### config.mk
export PLATFORM = sky130hd
export DESIGN_NAME = debug_dump_sequencer
export DESIGN_NICKNAME = d
export VERILOG_FILES = /design/src/rtl/debug_pkg.sv /design/src/rtl/dbg_latch_walker.sv /design/src/rtl/debug_dump_sequencer.sv
export SDC_FILE = /design/constraint.sdc
export NUM_CORES = 1
export LEC_CHECK = 0
export CAP_MARGIN = 15
export CORE_ASPECT_RATIO = 0.9
export CORE_UTILIZATION = 40
export DETAILED_ROUTE_END_ITERATION = 8
export PLACE_DENSITY = 0.73
export SYNTH_ARGS = -nofsm -noshare
export SYNTH_HDL_FRONTEND = slang
export SYNTH_SLANG_ARGS = --single-unit
### constraint.sdc
create_clock -name clk -period 4.4 [get_ports clk]
set_input_delay 1.1 -clock clk [delete_from_list [all_inputs] [get_ports clk]]
set_output_delay 1.1 -clock clk [all_outputs]
set_load 0.02 [all_outputs]
### src/rtl/debug_pkg.sv
// debug_pkg: shared states, frame sections and constants for the debug dump sequencer
package debug_pkg;
  typedef enum logic [2:0] {S_IDLE, S_ADDR, S_WAIT, S_SEND, S_DONE, S_HOLD, S_STEP} state_t;
  typedef enum logic [2:0] {SEC_HDR, SEC_PC, SEC_REG, SEC_MEM, SEC_LAT} sec_t;
  localparam logic [15:0] HDR_TAG = 16'hDB60;
  localparam int N_STG = 5;
endpackage

### src/rtl/dbg_latch_walker.sv
// dbg_latch_walker: stage/signal counter that walks the pipeline-latch mux select
module dbg_latch_walker
  import debug_pkg::*;
#(
  parameter logic [4*N_STG-1:0] STG_CNT = {4'd2, 4'd5, 4'd11, 4'd7, 4'd2}
)(
  input  logic       clk,
  input  logic       rst,
  input  logic       clr,
  input  logic       adv,
  output logic [6:0] sel,
  output logic       last
);
  logic [2:0] stg;
  logic [3:0] sig;
  logic       stg_end;
  assign stg_end = sig == STG_CNT[{stg, 2'b00} +: 4] - 4'd1;
  assign last = stg == 3'(N_STG - 1) && stg_end;
  assign sel = {stg, sig};
  always_ff @(posedge clk or posedge rst)
    if (rst) {stg, sig} <= '0;
    else if (clr) {stg, sig} <= '0;
    else if (adv && !last) {stg, sig} <= stg_end ? {stg + 3'd1, 4'd0} : {stg, sig + 4'd1};
endmodule

### src/rtl/debug_dump_sequencer.sv
// debug_dump_sequencer: halts the core and streams one snapshot frame of its state to the UART
module debug_dump_sequencer
  import debug_pkg::*;
#(
  parameter int DATA_W = 32,
  parameter int NREG = 32,
  parameter int MEM_WORDS = 20,
  parameter int MEM_BASE = 0,
  parameter int MEM_AW = 10,
  parameter logic [4*N_STG-1:0] STG_CNT = {4'd2, 4'd5, 4'd11, 4'd7, 4'd2},
  parameter int READ_LAT = 1
)(
  input  logic              clk,
  input  logic              rst,
  input  logic              start_cmd,
  input  logic              step_mode,
  input  logic              trig_en,
  input  logic [DATA_W-1:0] trig_pc,
  input  logic [DATA_W-1:0] pc,
  output logic [4:0]        reg_addr,
  input  logic [DATA_W-1:0] reg_data,
  output logic [MEM_AW-1:0] mem_addr,
  input  logic [DATA_W-1:0] mem_data,
  output logic [6:0]        latch_sel,
  input  logic [DATA_W-1:0] latch_data,
  output logic [DATA_W-1:0] tx_data,
  output logic              tx_valid,
  input  logic              tx_ready,
  output logic              halt_cpu,
  output logic              debug_on,
  output logic              dump_done,
  output logic [15:0]       frame_cnt
);
  localparam int IW = $clog2((NREG > MEM_WORDS ? NREG : MEM_WORDS) + 1);
  state_t            state, state_n;
  sec_t              sec;
  logic [IW-1:0]     idx;
  logic [1:0]        wcnt;
  logic [DATA_W-1:0] pc_lat, src;
  logic [6:0]        walk_sel;
  logic              armed, step_r, bp_hit, trig, start, hs, lat_last, sec_end;
  assign bp_hit = trig_en && pc == trig_pc && armed;
  assign trig = start_cmd || bp_hit;
  assign start = (state == S_IDLE && trig) || state == S_STEP;
  assign hs = state == S_SEND && tx_ready;
  assign sec_end = sec == SEC_HDR || sec == SEC_PC ||
                   (sec == SEC_REG && idx == IW'(NREG - 1)) ||
                   (sec == SEC_MEM && idx == IW'(MEM_WORDS - 1));
  assign src = sec == SEC_HDR ? DATA_W'({HDR_TAG, frame_cnt}) :
               sec == SEC_PC  ? pc_lat :
               sec == SEC_REG ? reg_data :
               sec == SEC_MEM ? mem_data : latch_data;
  assign reg_addr = sec == SEC_REG ? 5'(idx) : '0;
  assign mem_addr = sec == SEC_MEM ? MEM_AW'(MEM_BASE) + MEM_AW'(idx) : '0;
  assign latch_sel = sec == SEC_LAT ? walk_sel : '0;
  dbg_latch_walker #(.STG_CNT(STG_CNT)) u_walker (
    .clk  (clk),
    .rst  (rst),
    .clr  (start),
    .adv  (hs && sec == SEC_LAT),
    .sel  (walk_sel),
    .last (lat_last)
  );
  always_ff @(posedge clk or posedge rst)
    if (rst) state <= S_IDLE;
    else state <= state_n;
  always_comb begin
    state_n = state;
    case (state)
      S_IDLE: state_n = trig ? S_ADDR : S_IDLE;
      S_ADDR: state_n = READ_LAT == 0 ? S_SEND : S_WAIT;
      S_WAIT: state_n = wcnt == 2'(READ_LAT - 1) ? S_SEND : S_WAIT;
      S_SEND: state_n = !tx_ready ? S_SEND : (sec == SEC_LAT && lat_last) ? S_DONE : S_ADDR;
      S_DONE: state_n = step_r ? S_HOLD : S_IDLE;
      S_HOLD: state_n = !step_mode ? S_IDLE : start_cmd ? S_STEP : S_HOLD;
      S_STEP: state_n = S_ADDR;
      default: state_n = S_IDLE;
    endcase
    halt_cpu = !(state inside {S_IDLE, S_STEP});
    debug_on = state inside {S_ADDR, S_WAIT, S_SEND, S_DONE};
    tx_valid = state == S_SEND;
    dump_done = state == S_DONE;
  end
  always_ff @(posedge clk or posedge rst)
    if (rst) begin
      sec <= SEC_HDR;
      idx <= '0;
      wcnt <= '0;
      pc_lat <= '0;
      tx_data <= '0;
      armed <= 1'b1;
      step_r <= 1'b0;
      frame_cnt <= '0;
    end else begin
      armed <= (state == S_IDLE && bp_hit) ? 1'b0 : (pc != trig_pc) ? 1'b1 : armed;
      wcnt <= state == S_WAIT ? wcnt + 2'd1 : 2'd0;
      if (start) begin
        sec <= SEC_HDR;
        idx <= '0;
        pc_lat <= pc;
      end
      if (state == S_IDLE && trig) step_r <= step_mode;
      if (state_n == S_SEND && state != S_SEND) tx_data <= src;
      if (hs && sec != SEC_LAT) begin
        sec <= sec_end ? sec_t'(sec + 3'd1) : sec;
        idx <= sec_end ? '0 : idx + 1'b1;
      end
      if (state == S_DONE) frame_cnt <= frame_cnt + 16'd1;
    end
endmodule

==> metrics.md, run 1 <==
| Metric | Value |
|---|---|
| Combinational power share | `about half` |
| Pre-CTS setup slack | `0.485 ns` |
| Tot Pwr | `4.72 mW` |
| Leak Pwr | `3.70 nW` |
| Core ar. | `between 10000 and 15000 µm²` |
| Via density | `5.29` |
| Area Overhead vs Synth | `45.4%` |
| Cell Rows | `42` |
| Count leader, synth | `dfrtp_1` |
| Clk slew on worst S/H paths | `0.07 ns` |
| GPL Wtd Cong | `0.883` |
| Dominant register cell in the synthesized netlist | `dfrtp_1` |
| Total track usage | `24.4%` |
| Syn Inst Count | `636` |
| Final nets | `1027` |
| Top cells by count, synth | `102 x dfrtp_1, 61 x nor2_1, 41 x nand2_1` |
| Max Slew Vio Count | `0` |
| Hold-fix buffers, CTS | `0` |
| Die height | `120 µm` |
| CTS H-tree depth | `3` |
| Root buf cell | `clkbuf_16` |
| DIE AREA | `between 15000 and 20000 µm²` |
| Final setup vio count | `0` |
| Fill count | `1229` |
| Cell area power density | `approximately 530 nW/µm²` |
| Power share of the clock group | `18.6%` |
| Slew Limit Headroom | `33.8%` |
| Worst-path fanout max | `28` |
| Wire length per cell | `18.1 µm` |
| Net switching power | `1.87 mW` |
| Layout cells sized above 1 | `9.02%` |
| Arrival time of the worst setup path | `between 3 and 4 ns` |
| Die Span X | `approximately 130 µm` |
| Cts bufs inserted | `9` |
| Hpwl dp | `14900 µm` |
| Post-route minimum period | `between 3 and 4 ns` |
| Crit Path Class | `input pin to flip-flop` |
| Flop-to-flop setup slack | `1.48 ns` |
| Avg Cell Area, Syn | `9.70 µm²` |
| Setup TNS | `0 ns` |
| Hold_ws | `0.435 ns` |
| Post-CTS Resized | `0` |
| Post-synth ARST share | `100%` |
| F_max | `0.276 GHz` |
| Sequential power share | `33.1%` |
| Via count | `between 5000 and 6000` |
| HP Class | `flip-flop to flip-flop` |
| Switching Share | `39.6%` |
| Slew @ Worst Pin | `0.990 ns` |
| Global-route wire length before repair | `~30000 µm` |
| Cell Chain, Critical Path | `clkdlybuf4s50_1, xor2_1, nor4_1, nand4_1, nor2_2, a41oi_4, buf_4, mux2_2` |
| CP endpoint | `pc_lat[0]` |
| Initial antenna violation count | `0` |
| Peak per-stage delay on the critical path | `0.65 ns` |
| Pin count of the biggest net entering global routing | `87` |
| DRT Pass-1 Iters | `5` |
| Post-CTS Setup Bufs | `0` |
| CP Launch Type | `input pin` |
| DR DRC count | `0` |
| CP Capture Type | `flip-flop` |
| Critical path's slowest cell | `a41oi_4` |
| Count of cell types in the netlist | `55` |
| Max VDD drop | `between 0.0002 and 0.0003 V` |
| Max-cap violations | `0` |
| Origin of the critical flop-to-flop path | `u_walker.stg[0]` |
| CTS tree | `done` |
| Diode count | `0` |
| Worst R2R End | `state[0]` |
| Skew-Pair Late Insertion Delay | `0.35 ns` |
| Status | `complete, no violations` |
| Area occupied by multi-input gates | `3320 µm²` |
| Register Area | `2580 µm²` |
| Final hold violation count | `0` |
| CP required | `about 4.6 ns` |
| I/O Pins | `240` |
| Post-synth top area share | `41.4%` |
| Number of synthesized flops with an enable pin | `0` |
| Crit. Startpoint | `pc[11]` |
| Number of global-route vias before repair | `5448` |
| Unrepaired setup endpoints after global routing | `no` |
| Synth area leader | `dfrtp_1` |
| Netlist Area Pre-Place | `6170 µm²` |
| Worst Clk Skew | `0.00959 ns` |
| IO buf count | `~240` |
| Number of nets with antenna violations after routing | `0` |
| Register area share after synthesis | `a little over two fifths` |
| Initial DRC count | `407` |
| Initial Utilization | `41.5%` |
| Register bit total from synthesis | `103` |
| Worst setup margin | `0.780 ns` |
| Max clock buf depth | `2` |
| Final wirelength | `19000 µm` |
| Final period util | `82.3%` |
| Synth top area cells | `dfrtp_1 41%, mux2_2 6.0%, mux2i_1 5.4%` |
| Ys Warns | `0` |
| Clock sink count | `103` |
| Remaining Overflow, GRT | `0` |
| FF-to-FF path depth | `11` |
| Cell-internal power | `roughly 2.9 mW` |
==> metrics by stage <==
step,util (%),area [µm²],std cells
2_1_floorplan,-,6180,639
3_3_place_gp,58.0,8620,1035
5_1_grt,60.3,8970,1052
6_report,60.3,8970,1052
4_1_cts,60.2,8950,1051
3_5_place_dp,58.0,8620,1035
==> worst max-delay path, delay by kind of cell <==
family	cells	cell delay, ns
simple gates	3	0.34
compound gates	1	0.65
buf+inv	2	1.04
mux	1	0.39
xor+xnor	1	0.34
==> kinds of logic (layout without fill, tap and decap cells) <==
family | Yosys count | in the layout | share of synthesized area, %
and+or+nand+nor | 188 | 188 | 15.0
AOI/OAI and AO/OA | 154 | 154 | 17.4
DFF | 103 | 103 | 41.8
muxes | 66 | 66 | 11.4
buffers and inverters | 61 | 276 | 4.76
xor gates and xnor gates | 51 | 51 | 7.24
adders and majority gates | 12 | 12 | 2.43
other | 1 | 4 | 0.0608
==> worst min path at each step <==
stage	from	endpoint	cells after the start
final	wcnt[0]	wcnt[0]	1
after floorplan	wcnt[0]	wcnt[0]	1
after global placement	wcnt[0]	wcnt[0]	1
after detailed placement	wcnt[0]	wcnt[0]	1
after CTS	wcnt[0]	wcnt[0]	1
after global routing	wcnt[0]	wcnt[0]	1
==> placed cells by master (no fill, tap or decap), types with 6 or more instances in the layout <==
master	Yosys	routed
a211oi_1	40	40
buf_4	4	8
nor2_1	61	61
nor3_1	9	9
inv_1	16	15
xor2_1	37	37
ha_1	12	11
clkbuf_16	0	9
o22a_1	8	8
nand3_1	10	10
mux2i_1	33	33
a21o_1	16	16
mux2_2	33	33
xnor2_1	14	14
and3_1	6	6
nor4_1	8	8
a21oi_1	40	40
o21ai_0	20	20
clkdlybuf4s50_1	0	235
nand2_1	41	41
nand4_1	8	8
dfrtp_1	102	102
and2_1	18	18
==> registers in the layout (all words and copies together), names as in the netlist <==
name and flops:
pc_lat 32, tx_data 32, frame_cnt 16, idx 6, u_walker.sig 4, sec 3
state 3, u_walker.stg 3, wcnt 2, armed 1, step_r 1
==> metal layers <==
metal	up-vias	share of wire (%)	track usage [%]
li1	2678	-	-
met1	2707	43	30.8
met2	169	50	41.8
met3	14	5.4	6.29
met4	0	1.2	5.39
met5	-	0	0
==> cell type report <==
class,instances,area share [%]
Clock buffer,12,2.75
Sequential cell,103,28.7
Clock inverter,4,0.850
Inverter,16,0.697
Multi-Input combinational cell,475,37.0
Tap cell,198,2.76
Timing Repair Buffer,244,27.2
==> power groups by stage <==
stage                     logic [mW]  clock network, mW  registers (mW)
final                           2.28              0.880            1.57
after CTS                       2.29              0.896            1.57
after global routing            2.49              0.936            1.61
after floorplan                 1.38                  0            1.61
after detailed placement        2.28                  0            1.58
after global placement          2.22                  0            1.57
Power figures use the tool's default switching activity.
==> inputs of run 2 (changes only) <==
- clock period: 4.4 -> 3.6 ns (I/O delays scaled with it)
==> metrics.md, run 2 (same netlist as run 1, synthesis figures left out) <==
| Metric | Value |
|---|---|
| Skew-Pair Late Insertion Delay | `0.36 ns (was 0.35 ns)` |
| Register Area | `2580 µm² (unchanged)` |
| Diode count | `0 (unchanged)` |
| Clk slew on worst S/H paths | `0.07 ns (about the same)` |
| Hold_ws | `0.435 ns (about the same)` |
| Final period util | `89.4%` |
| Die Span X | `133 µm (unchanged)` |
| Final setup vio count | `0 (unchanged)` |
| Hold depth | `1 (unchanged)` |
| CTS H-tree depth | `3 (unchanged)` |
| Max VDD drop | `0.000337 V (was 0.000276 V)` |
| Number of global-route vias before repair | `5522 (was 5448)` |
| Tot Pwr | `5.65 mW (was 4.72 mW)` |
| CTS tree | `done (unchanged)` |
| Final wirelength | `19000 µm (about the same)` |
| Setup TNS | `0 ns (unchanged)` |
| Status | `complete, no violations (unchanged)` |
| Arrival time of the worst setup path | `2.32 ns (was 3.86 ns)` |
| Area occupied by multi-input gates | `3320 µm² (unchanged)` |
| Slew @ Worst Pin | `1.05 ns (was 0.990 ns)` |
| Pin count of the biggest net entering global routing | `49 (was 87)` |
| Remaining Overflow, GRT | `0 (unchanged)` |
| DIE AREA | `15900 µm² (unchanged)` |
| Max Slew Vio Count | `0 (unchanged)` |
| Worst Clk Skew | `0.00622 ns (was 0.00959 ns)` |
| Max clock buf depth | `2 (unchanged)` |
| Leak Pwr | `3.69 nW (was 3.70 nW)` |
| Final nets | `1031 (was 1027)` |
| Final hold violation count | `0 (unchanged)` |
| Fin cells | `1056 (was 1052)` |
| HP Class | `flip-flop to flip-flop (unchanged)` |
| Highest-count cells in the layout ignoring fill and taps | `235 x clkdlybuf4s50_1, 102 x dfrtp_1, 61 x nor2_1 (unchanged)` |
| Total track usage | `24.4% (about the same)` |
| Root buf cell | `clkbuf_16 (unchanged)` |
| Layout cells sized above 1 | `9.67% (was 9.02%)` |
| Final instance area | `8960 µm² (was 8970 µm²)` |
| Post-CTS Setup Bufs | `0 (unchanged)` |
| I/O Pins | `240 (unchanged)` |
| FF-to-FF path depth | `11 (unchanged)` |
| Via count | `5553 (was 5568)` |
| Die height | `120 µm (unchanged)` |
| Initial antenna violation count | `0 (unchanged)` |
| Regs by FF count | `pc_lat: 32 flops, tx_data: 32 flops, frame_cnt: 16 flops (unchanged)` |
| Placed inst area | `8680 µm² (was 8620 µm²)` |
| Slew Limit Headroom | `30.2% (was 33.8%)` |
| Cts bufs inserted | `9 (unchanged)` |
| DR DRC count | `0 (unchanged)` |
| Max-cap violations | `0 (unchanged)` |
| Post-route minimum period | `3.22 ns` |
| F_max | `0.311 GHz` |
| CP required | `2.70 ns (was 4.64 ns)` |
| Area Overhead vs Synth | `45.1% (was 45.4%)` |
| Number of nets with antenna violations after routing | `0 (unchanged)` |
| Most common cell after layout, fill and taps aside | `clkdlybuf4s50_1 (unchanged)` |
| Hpwl dp | `15100 µm (was 14900 µm)` |
| Fill count | `1229 (unchanged)` |
| Worst-path fanout max | `8 (was 28)` |
| Clock sink count | `103 (unchanged)` |
| Post-CTS Resized | `0 (unchanged)` |
| Initial DRC count | `321 (was 407)` |
| Cell area power density | `631 nW/µm² (was 526 nW/µm²)` |
| Initial Utilization | `41.5% (unchanged)` |
| CP Capture Type | `primary output (was flip-flop)` |
| Unrepaired setup endpoints after global routing | `no (unchanged)` |
| IO buf count | `235 (unchanged)` |
| CP Launch Type | `flip-flop (was input pin)` |
| Core ar. | `14900 µm² (unchanged)` |
| DRT Pass-1 Iters | `4 (was 5)` |
| Hold-fix buffers, CTS | `0 (unchanged)` |
| Global-route wire length before repair | `29600 µm (about the same)` |
| GPL Wtd Cong | `0.851 (was 0.883)` |
| Placed Cells | `1040 (was 1035)` |
| Cell Rows | `42 (unchanged)` |
| Via density | `5.26 (was 5.29)` |
| Crit Path Class | `flip-flop to primary output (was input pin to flip-flop)` |
| Wire length per cell | `18.0 µm (was 18.1 µm)` |
run 2: critical path: stages, from the launching register on:
cell and delay [ns]:
dfrtp_1 0.44, inv_1 0.10, ha_1 0.22, nor2b_1 0.42
and2_1 0.19, clkdlybuf4s50_1 0.60
run 2: path summary, 6_finish.rpt:
check                                start         endpoint  slack, ns
max reg2reg                u_walker.stg[0]         state[0]       0.71
max in group asynchronous              rst  u_walker.stg[1]       2.11
min reg2reg                        wcnt[0]          wcnt[0]       0.43
max                                 sec[0]      reg_addr[4]       0.38
min in group asynchronous              rst    frame_cnt[10]       0.85
min                                wcnt[0]          wcnt[0]       0.43
run 2: report_power, final:
part / leakage, nW / switching, mW / internal, mW
Sequential: 1.29 / 0.331 / 1.57
Clock: 0.138 / 0.462 / 0.478
Combinational: 2.26 / 1.51 / 1.30
Total: 3.69 / 2.30 / 3.35
run 2: final cells by class:
cell class	instances	area share, %
tap	198	2.77
clock buffer	9	2.51
multi-input combinational	475	37.1
sequential	103	28.8
clock inverter	7	0.615
timing repair buffer	248	27.5
inverter	16	0.712
run 2: per-stage QoR:
step	setup WS (ns)	utilization, %
global route	0.228	60.2
CTS	0.356	60.2
floorplan	0.984	-
detailed placement	0.129	58.3
global placement	0.168	58.3
finish	0.381	60.2
run 2: metal layers:
metal	vias up	GRT usage [%]	routed length, µm
met3	17	6.13	1080
met2	171	41.7	9440
met1	2677	30.9	8250
met5	-	0	0
met4	0	5.32	248
li1	2688	-	-
==> inputs of run 3 (changes only) <==
- CTS_CLUSTER_SIZE: not set -> 8
==> results of run 3 <==
No change in the layout: final DEF, timing and power equal those of run 2.
